### src/rtl/issue_lane_reg.sv
// ID->EX register for LANES issue lanes (lane 0 oldest); 1-cycle latency, all outputs registered.
// A global stall holds every lane; per-lane kills (flush or younger-than-squash) override stall.
module issue_lane_reg #(
  parameter int LANES          = 2,
  parameter int PAYLOAD_W      = 128,
  parameter int CNT_W          = 16,
  parameter int CLEAR_ON_FLUSH = 1,
  localparam int SQ_W          = (LANES > 1) ? $clog2(LANES) : 1
) (
  input  logic                         clk,
  input  logic                         rst,
  input  logic [LANES-1:0]             in_valid,
  input  logic [LANES*PAYLOAD_W-1:0]   in_payload,
  input  logic                         stall,
  input  logic [LANES-1:0]             flush_lane,
  input  logic                         squash_valid,
  input  logic [SQ_W-1:0]              squash_lane,
  input  logic                         cnt_clr,
  output logic [LANES-1:0]             out_valid,
  output logic [LANES*PAYLOAD_W-1:0]   out_payload,
  output logic [CNT_W-1:0]             stall_cnt,
  output logic [CNT_W-1:0]             kill_cnt
);

  localparam int PC_W  = $clog2(LANES + 1);
  localparam int SUM_W = CNT_W + PC_W;
  localparam logic [CNT_W-1:0] CNT_MAX = '1;

  logic [LANES-1:0]     kill;
  logic [LANES-1:0]     valid_q;
  logic [PAYLOAD_W-1:0] pay_q [LANES];
  logic [CNT_W-1:0]     stall_cnt_q;
  logic [CNT_W-1:0]     kill_cnt_q;
  logic [PC_W-1:0]      kill_pop;
  logic [SUM_W-1:0]     kill_sum;
  logic [CNT_W-1:0]     kill_next;

  // Lane indices above squash_lane are younger than the mispredicting instruction.
  for (genvar g = 0; g < LANES; g++) begin : g_lane
    localparam logic [SQ_W-1:0] IDX = SQ_W'(g);
    assign kill[g] = flush_lane[g] | (squash_valid & (IDX > squash_lane));
    assign out_payload[g*PAYLOAD_W +: PAYLOAD_W] = pay_q[g];
  end

  always_ff @(posedge clk or posedge rst) begin
    if (rst) begin
      valid_q <= '0;
      for (int i = 0; i < LANES; i++) pay_q[i] <= '0;
    end else begin
      for (int i = 0; i < LANES; i++) begin
        if (kill[i]) begin
          valid_q[i] <= 1'b0;
          if (CLEAR_ON_FLUSH != 0) pay_q[i] <= '0;
        end else if (!stall) begin
          valid_q[i] <= in_valid[i];
          pay_q[i]   <= in_payload[i*PAYLOAD_W +: PAYLOAD_W];
        end
      end
    end
  end

  // Only lanes holding a live instruction count as killed.
  always_comb begin
    kill_pop = '0;
    for (int i = 0; i < LANES; i++) kill_pop = kill_pop + PC_W'(valid_q[i] & kill[i]);
    kill_sum  = SUM_W'(kill_cnt_q) + SUM_W'(kill_pop);
    kill_next = (kill_sum > SUM_W'(CNT_MAX)) ? CNT_MAX : kill_sum[CNT_W-1:0];
  end

  always_ff @(posedge clk or posedge rst) begin
    if (rst) begin
      stall_cnt_q <= '0;
      kill_cnt_q  <= '0;
    end else if (cnt_clr) begin
      stall_cnt_q <= '0;
      kill_cnt_q  <= '0;
    end else begin
      if (stall && (stall_cnt_q != CNT_MAX)) stall_cnt_q <= stall_cnt_q + 1'b1;
      kill_cnt_q <= kill_next;
    end
  end

  assign out_valid = valid_q;
  assign stall_cnt = stall_cnt_q;
  assign kill_cnt  = kill_cnt_q;

endmodule

### config.mk
export PLATFORM = sky130hd
export DESIGN_NAME = issue_lane_reg
export DESIGN_NICKNAME = d
export VERILOG_FILES = /design/src/rtl/issue_lane_reg.sv
export SDC_FILE = /design/constraint.sdc
export NUM_CORES = 1
export LEC_CHECK = 0
export BUFFER_PORTS_ARGS = -buffer_cell sky130_fd_sc_hd__buf_2
export CORE_AREA = 2 2 219 221
export CTS_CLUSTER_DIAMETER = 30
export DETAILED_ROUTE_END_ITERATION = 8
export DIE_AREA = 0 0 221 223
export HOLD_SLACK_MARGIN = 0.15
export PLACE_DENSITY_LB_ADDON = 0.12
export RECOVER_POWER = 50
export SLEW_MARGIN = 20
export SYNTH_ARGS = -nofsm -noshare
export SYNTH_HDL_FRONTEND = slang
export SYNTH_SLANG_ARGS = --single-unit
### constraint.sdc
create_clock -name clk -period 11.6 [get_ports clk]
set_input_delay 2.32 -clock clk [delete_from_list [all_inputs] [get_ports clk]]
set_output_delay 2.32 -clock clk [all_outputs]
set_load 0.005 [all_outputs]
==> metrics.yaml, run 1 <==
crit_slowest_cell: "clkbuf_1"
routed_wl_um: 41000
cap_violations: 2
cp-start-kind: "input pin"
seq_area_frac_synth_pct: 60.2
synthAdderAreaFrac_pct: 0.374
synth_flop_cell: "dfrtp_1"
pwr-share-comb_pct: 7.0
synth.most_common_cell: "dfrtp_1"
die_w_um: 221
yosysWarningCount: 0
gp_congestion: 0.762
fin_tns_setup_ns: 0
cts_root_buf: "clkbuf_16"
synth_commonest_cells: "290 x dfrtp_1, 267 x nor2_1, 259 x mux2i_1"
post_drt_wl_per_cell_um: 17.8
path_cells: "buf_2 > inv_1 > a21o_1 > clkbuf_1 > nor2_1"
synth_largest_area_cell: "dfrtp_1"
arrival_ns: 7.12
fin_worst_skew_ns: 0.00661
power_density_nw_per_um2: 203
path_max_fanout: 100
drt_iter0_drc: 442
synth_enable_flop_cells: 0
io_pins: 556
slew_headroom_pct: -265
postCtsSetupRepairBufs: 0
h-tree-depth: 3
grt_pass1_wl_um: 62800
synth_xor_area_share_pct: 0.727
critPathMaxStageDelay_ns: 3.44
tightest_slew_ns: 5.44
place_ws_ns: 6.72
remaining_drc_errors: 0
antenna_found_initial: 13
drive_gt1_share_pct: 32.5
avgSynthCellArea_um2: 11.7
ant_nets: 0
fmax_mhz: 146
fin_crit_sh_pct: 59.0
fin_nets: 1885
yosys.area_share.simple_pct: 11.8
cts_sinks: 290
synth.top_cell.area_share_pct: 60.2
yosys-top-cells-area: "dfrtp_1 60%, mux2i_1 22%, nor2_1 8.3%"
p_int_uw: 2840
avgViaCountPerCell: 4.35
syn2layout_area_growth_pct: 50.6
grt_max_degree: 126
layout_min_cycle_time_ns: 6.85
synth_top_family_by_area: "multiplexers"
failed_checks: "capacitance limit, slew limit"
switching_share_pct: 22.9
grt.total_usage_pct: 16.3
clock_latency_ns: 0.58
rsz0062_at_grt: "no"
fp.coreArea_um2: 47100
ctsResizeCount: 0
overflow: 0
status: "finished with violations"
cts_tree: "yes"
synth_compound_area_share_pct: 2.48
seq_power_share_pct: 29.7
holdCritPathClass: "reg -> reg"
cts_hold_buffers: 0
power.switching_uw: 842
synthMuxAreaShare_pct: 21.5
syn-cell-area_um2: 12000
die_h_um: 223
required_ns: 11.87
ys_async_sr_fraction_pct: 100
dp_hpwl_um: 28100
critical_path_class: "in -> reg"
end_kind: "register"
grt_pass1_vias: 10500
start_util_pct: 25.6
setup_ws_ns: 4.75
synth_seq_cells: 290
leakage_uw: 0.00953
synthCells: 1029
vias: 10000
setup_viol: 0
port-buffer-count: 555
numCtsBuffers: 89
syn_nets: 1298
rows: 80
report.final.hold_viol_count: 0
slew_violations: 218
first_pass_iters: 4
cts_max_path_buffers: 3
dieArea_um2: 49300
p_clk_share_pct: 63.3
ir_drop_uv: 129
synth_cell_types: 43
clk_pin_slew_worst_paths_ns: 0.04
flip-flops by register name, summed over array words and instances (netlist names):
signal,count
out_payload,256
kill_cnt,16
stall_cnt,16
out_valid,2
routing by layer:
metal	global-route usage, %	wire [um]	up-vias	part of all wire (%)
met5	0	48	-	0.12
met1	18.9	16200	4839	40
li1	-	-	4721	-
met3	5.93	3080	106	7.5
met4	7.90	1530	8	3.7
met2	26.8	20100	370	49
stage by stage:
step / cells / hold WS, ns / total power, uW / cell area, um2 / utilization, %
final: 2308 / 0.511 / 3680 / 18100 / 38.5
after global routing: 2307 / 0.528 / 3840 / 18100 / 38.5
after CTS: 2301 / 0.516 / 3750 / 18400 / 38.9
after detailed placement: 2140 / 0.506 / 1380 / 15400 / 32.7
after global placement: 2140 / 0.497 / 1380 / 15400 / 32.7
after floorplan: 1029 / 0.506 / 1240 / 12000 / -
cells in the final DEF, fill, tap and decap left out, types with 4 or more instances in the layout:
master     count
nand3_1        9
inv_1         10
nand4_1       12
and4_1         5
buf_4          7
a21oi_1       24
bufinv_16      6
dfrtp_1      290
diode_2        7
clkbuf_16     90
nand2_1       19
buf_2        386
o21ai_0        4
clkinv_2      27
mux2i_1      259
nor2_1       267
clkbuf_8      21
o31ai_1        5
xor2_1         7
clkbuf_1     177
or3_1          5
nor3_1         4
power by group through the flow:
stage	sequential (uW)	clock, uW	combinational, uW
floorplan	1110	0	129
detailed placement	1110	0	272
CTS	1090	2390	272
global placement	1110	0	271
global route	1100	2450	287
finish	1100	2330	257
area by class of cell:
class	count	area, um2
clock inverters	38	364
clock buffers	123	2590
repair buffers	563	2650
diodes	7	17.5
fillers	4815	29000
multi-input cells	661	4450
inverters	11	42.5
flip-flops and latches	290	7260
well taps	615	769
worst max-delay path, delay by kind of cell:
| kind | cells | cell delay [ns] |
|---|---|---|
| AO/OA/AOI/OAI | 1 | 0.84 |
| buffers and inverters | 3 | 3.57 |
| AND/OR/NAND/NOR | 1 | 0.22 |
worst paths after layout:
path                             startpoint               end  slack, ns  depth (start not counted)
hold / removal             out_payload[163]  out_payload[163]       0.51                          2
max in group asynchronous               rst  out_payload[187]       4.87                          4
hold reg to reg            out_payload[163]  out_payload[163]       0.51                          2
min in group asynchronous               rst   out_payload[30]       3.42                          2
setup reg to reg               out_valid[0]       kill_cnt[1]       9.21                          7
setup / recovery                squash_lane  out_payload[210]       4.75                          5
cell families (layout without fill, tap and decap cells):
family,Yosys count,count (layout)
AOI/OAI and AO/OA,48,48
xor gates and xnor gates,10,10
adders and majority gates,3,3
buffers and inverters,78,735
DFF,290,290
muxes,259,259
other,0,7
and+or+nand+nor,341,341
No activity file was read; power rests on OpenSTA's default activity.
==> inputs of run 2 (changes only) <==
ABC_AREA = 1   (was not set)
clock period = 6.7 ns   (was 11.6 ns; I/O delays follow)
==> metrics.yaml, run 2 <==
status: "finished with violations"
failed_checks: "capacitance limit, slew limit"
start_util_pct: 25.6
arrival_ns: 5.14
cts_tree: "yes"
reg2reg_depth: 10
r2r_start: "out_valid[0]"
clk_pin_slew_worst_paths_ns: 0.04
r2r-end: "kill_cnt[9]"
grt_pass1_vias: 12200
gp_congestion: 0.836
regArea_um2: 7260
clock_latency_ns: 0.60
multi_input_area_um2: 4320
postCtsSetupRepairBufs: 0
synth_commonest_cells: "538 x nand2_1, 290 x dfrtp_1, 206 x a21oi_1"
synth_cell_types: 25
slew_headroom_pct: -142
yosys-top-cells-area: "dfrtp_1 60%, nand2_1 17%, a21oi_1 8.5%"
cts_hold_buffers: 0
final_common_cell: "nand2_1"
rsz0062_at_grt: "no"
routed_wl_um: 46300
seq_area_frac_synth_pct: 60.1
min_from: "out_payload[88]"
h-tree-depth: 3
grt_max_degree: 165
holdCritPathClass: "reg -> reg"
ir_drop_uv: 190
leakage_uw: 0.00950
drive_gt1_share_pct: 32.6
die_h_um: 223
io_pins: 556
syn_nets: 1661
grt_pass1_wl_um: 71300
die_w_um: 221
numCtsBuffers: 88
dieArea_um2: 49300
fillerInstances: 4919
r2r_slack_ns: 4.11
avgSynthCellArea_um2: 8.68
synth.top_cell.area_share_pct: 60.1
synth.most_common_cell: "nand2_1"
ys_async_sr_fraction_pct: 100
fin_tns_setup_ns: 0
whs_endpoint: "out_payload[88]"
report.final.hold_viol_count: 0
largest_reg_flops: 256
required_ns: 7.21
avgViaCountPerCell: 4.53
slew_violations: 283
synth_largest_area_cell: "dfrtp_1"
vias: 12000
dp_cells: 2473
fin_worst_skew_ns: 0.00911
fin_nets: 2217
dpl-instance-area_um2: 15300
cts_max_path_buffers: 3
fin_total_pwr_uw: 6370
ctsResizeCount: 0
cap_violations: 3
critical_path_class: "in -> reg"
port-buffer-count: 555
dp_hpwl_um: 31300
final_cell_mix: "538 x nand2_1, 495 x buf_2, 290 x dfrtp_1"
syn2layout_area_growth_pct: 50.8
drt_iter0_drc: 663
remaining_drc_errors: 0
synth_enable_flop_cells: 0
layout_min_cycle_time_ns: 4.63
grt.total_usage_pct: 18.5
syn-cell-area_um2: 12100
cp-start-kind: "input pin"
ant_nets: 0
min_path_cells: 2
synth_flop_cell: "dfrtp_1"
rows: 80
fin_hold_ws_ns: 0.503
overflow: 0
fmax_mhz: 216
cts_root_buf: "clkbuf_16"
power_density_nw_per_um2: 349
fin_cells: 2639
synthCells: 1392
path_max_fanout: 164
first_pass_iters: 5
cts_sinks: 290
tightest_slew_ns: 3.62
antenna_found_initial: 13
fin_crit_sh_pct: 69.2
end_kind: "register"
synth_seq_cells: 290
yosysWarningCount: 0
post_drt_wl_per_cell_um: 17.5
setup_viol: 0
fp.coreArea_um2: 47100
finalInstanceArea_um2: 18200
## run 2: cell types whose count changed after synthesis, moves of 5 or more
cell / change
a21oi_1: +182
and4_1: -5
buf_1: +18
buf_2: -6
clkbuf_1: +20
inv_1: +13
mux2i_1: -259
nand2_1: +519
nand3_1: +138
nor2_1: -233
o31ai_1: -5
or3_1: -5
## run 2: power breakdown
group / internal, uW / switching (uW) / total (uW)
Combinational: 157 / 262 / 419
Clock: 2870 / 1190 / 4060
Sequential: 1840 / 43.8 / 1880
Total: 4870 / 1500 / 6370
## run 2: layout make-up
type                    count  share of cell area [%]
multi-input cells         978                    23.7
diodes                      9                   0.124
well taps                 615                    4.22
repair buffers            564                    15.3
clock buffers             119                    13.7
clock inverters            38                    2.52
flip-flops and latches    290                    39.8
inverters                  26                   0.605
## run 2: per-layer routing
metal / GRT usage, % / vias up / wire length, um / share of wire (%)
met4: 7.17 / 10 / 1180 / 2.6
met2: 30.6 / 426 / 22900 / 50
met5: 0 / - / 65 / 0.14
met3: 7.16 / 90 / 3800 / 8.2
li1: - / 5681 / - / -
met1: 21.5 / 5746 / 18300 / 40
## run 2: worst max-delay path, cell delays in order
cell and delay, ns:
clkbuf_8 0.51, clkbuf_2 2.51, nand2_1 0.21, a21oi_1 0.24
## run 2: worst max path at each step
| stage | from | endpoint | slack [ns] | depth (start not counted) |
|---|---|---|---|---|
| 5_1_grt | rst | out_payload[98] | 1.33 | 3 |
| 4_1_cts | squash_lane | kill_cnt[9] | 2.90 | 14 |
| 3_5_place_dp | squash_lane | kill_cnt[9] | 2.27 | 14 |
| 3_3_place_gp | squash_lane | kill_cnt[14] | 2.30 | 14 |
| 2_1_floorplan | rst | kill_cnt[0] | 1.51 | 1 |
| 6_report | stall | out_payload[30] | 2.07 | 4 |
## run 2: cell families after synthesis
logic type,count (synthesis),share of synthesized area [%]
AO/OA/AOI/OAI,218,9.11
AND/OR/NAND/NOR,743,25.3
buffers and inverters,124,4.14
flip-flops,290,60.1
XOR/XNOR,14,1.01
adder cells (fa/ha/maj),3,0.373
## run 2: stage by stage
step / util, % / setup WS, ns
floorplan: - / 1.51
global placement: 32.5 / 2.30
detailed placement: 32.5 / 2.27
CTS: 38.8 / 2.90
global route: 38.6 / 1.33
finish: 38.6 / 2.07
==> inputs of run 3 (changes only) <==
clock period = 4.4 ns   (was 6.7 ns; I/O delays follow)
==> metrics.yaml, run 3 (synthesis gave the netlist of run 2 again) <==
start_util_pct: 25.6
post_drt_wl_per_cell_um: 17.4
ctsResizeCount: 0
fmax_mhz: 286
reg2reg_depth: 10
crit_start: "stall"
gp_congestion: 0.823
tightest_slew_ns: 1.93
leakage_uw: 0.00965
cts_hold_buffers: 0
cts_max_path_buffers: 3
utilization_pct: 38.5
drive_gt1_share_pct: 35.4
dp_hpwl_um: 31300
remaining_drc_errors: 0
io_pins: 556
r2r_slack_ns: 1.83
final_cell_mix: "553 x buf_2, 538 x nand2_1, 290 x dfrtp_1"
fin_tns_setup_ns: 0
failed_checks: "capacitance limit, slew limit"
rsz0062_at_grt: "no"
clock_latency_ns: 0.59
report.final.hold_viol_count: 0
clk_pin_slew_worst_paths_ns: 0.04
routed_wl_um: 45900
die_w_um: 221
postCtsSetupRepairBufs: 0
fin_worst_skew_ns: 0.0169
r2r_start: "out_valid[1]"
die_h_um: 223
vias: 11800
holdCritPathClass: "reg -> reg"
ant_nets: 0
overflow: 0
dieArea_um2: 49300
avgViaCountPerCell: 4.49
status: "finished with violations"
numCtsBuffers: 82
critical_path_class: "in -> reg"
ir_drop_uv: 517
largest_reg_flops: 256
cap_violations: 4
grt_pass1_wl_um: 70000
cts_sinks: 290
layout_min_cycle_time_ns: 3.50
required_ns: 4.85
drt_iter0_drc: 671
cts_root_buf: "clkbuf_16"
fp.coreArea_um2: 47100
cp-start-kind: "input pin"
rows: 80
grt.total_usage_pct: 18.1
slew_violations: 208
end_kind: "register"
slew_headroom_pct: -28.7
fin_nets: 2218
syn2layout_area_growth_pct: 50.4
final_common_cell: "buf_2"
arrival_ns: 3.95
grt_pass1_vias: 12000
first_pass_iters: 5
min_from: "out_payload[64]"
fin_crit_sh_pct: 79.5
whs_endpoint: "out_payload[64]"
cts_tree: "yes"
fillerInstances: 4944
r2r-end: "kill_cnt[9]"
h-tree-depth: 3
grt_max_degree: 168
min_path_cells: 2
power_density_nw_per_um2: 516
port-buffer-count: 555
setup_viol: 0
path_max_fanout: 102
antenna_found_initial: 14
[run 3: cell count changes in the layout (fill, tap and decap cells not counted), sizes merged]
cell / previous run / this run
buf: 502 / 560
bufinv: 8 / 6
clkbuf: 181 / 125
clkinv: 26 / 19
clkinvlp: 3 / 10
inv: 27 / 26
[run 3: worst max path at each step]
stage	end	slack (ns)	cells after the start
floorplan	kill_cnt[0]	-0.33	1
global placement	kill_cnt[14]	0.87	14
detailed placement	kill_cnt[9]	0.92	14
CTS	kill_cnt[9]	1.56	14
global route	out_payload[222]	0.69	3
finish	out_payload[98]	0.90	5
[run 3: stage by stage]
stage	hold slack [ns]	setup slack (ns)	std cells	total power [uW]	area (um2)
after detailed placement	0.490	0.923	2480	3580	15400
after global placement	0.488	0.872	2480	3570	15400
after global routing	0.493	0.688	2636	9740	18200
final	0.500	0.901	2638	9370	18200
after floorplan	0.500	-0.327	1392	3190	12100
after CTS	0.431	1.56	2629	9520	18200
[run 3: power by group]
| group | internal [uW] | switching, uW | total (uW) |
|---|---|---|---|
| sequential | 2800 | 64.9 | 2860 |
| clock | 4110 | 1750 | 5860 |
| combinational | 248 | 403 | 650 |
| total | 7160 | 2220 | 9370 |
[run 3: routing by layer]
layer	GRT usage, %	up-vias	routed length (um)
met4	7.82	10	1360
met5	0	-	60
met1	21.3	5651	18500
met2	29.6	414	22400
met3	6.70	100	3640
li1	-	5674	-
[run 3: worst max-delay path, stage by stage]
cell	delay [ns]
clkbuf_1	1.19
inv_8	0.54
clkbuf_4	0.77
nand3_1	0.35
nand2_1	0.08
[run 3: layout make-up]
type	count	area [um2]	share of cell area [%]
Sequential cell	290	7260	40.0
Multi-Input combinational cell	978	4320	23.8
Timing Repair Buffer	571	2900	15.9
Clock buffer	114	2400	13.2
Tap cell	615	769	4.24
Clock inverter	35	389	2.14
Inverter	26	110	0.606
Antenna cell	9	22.5	0.124
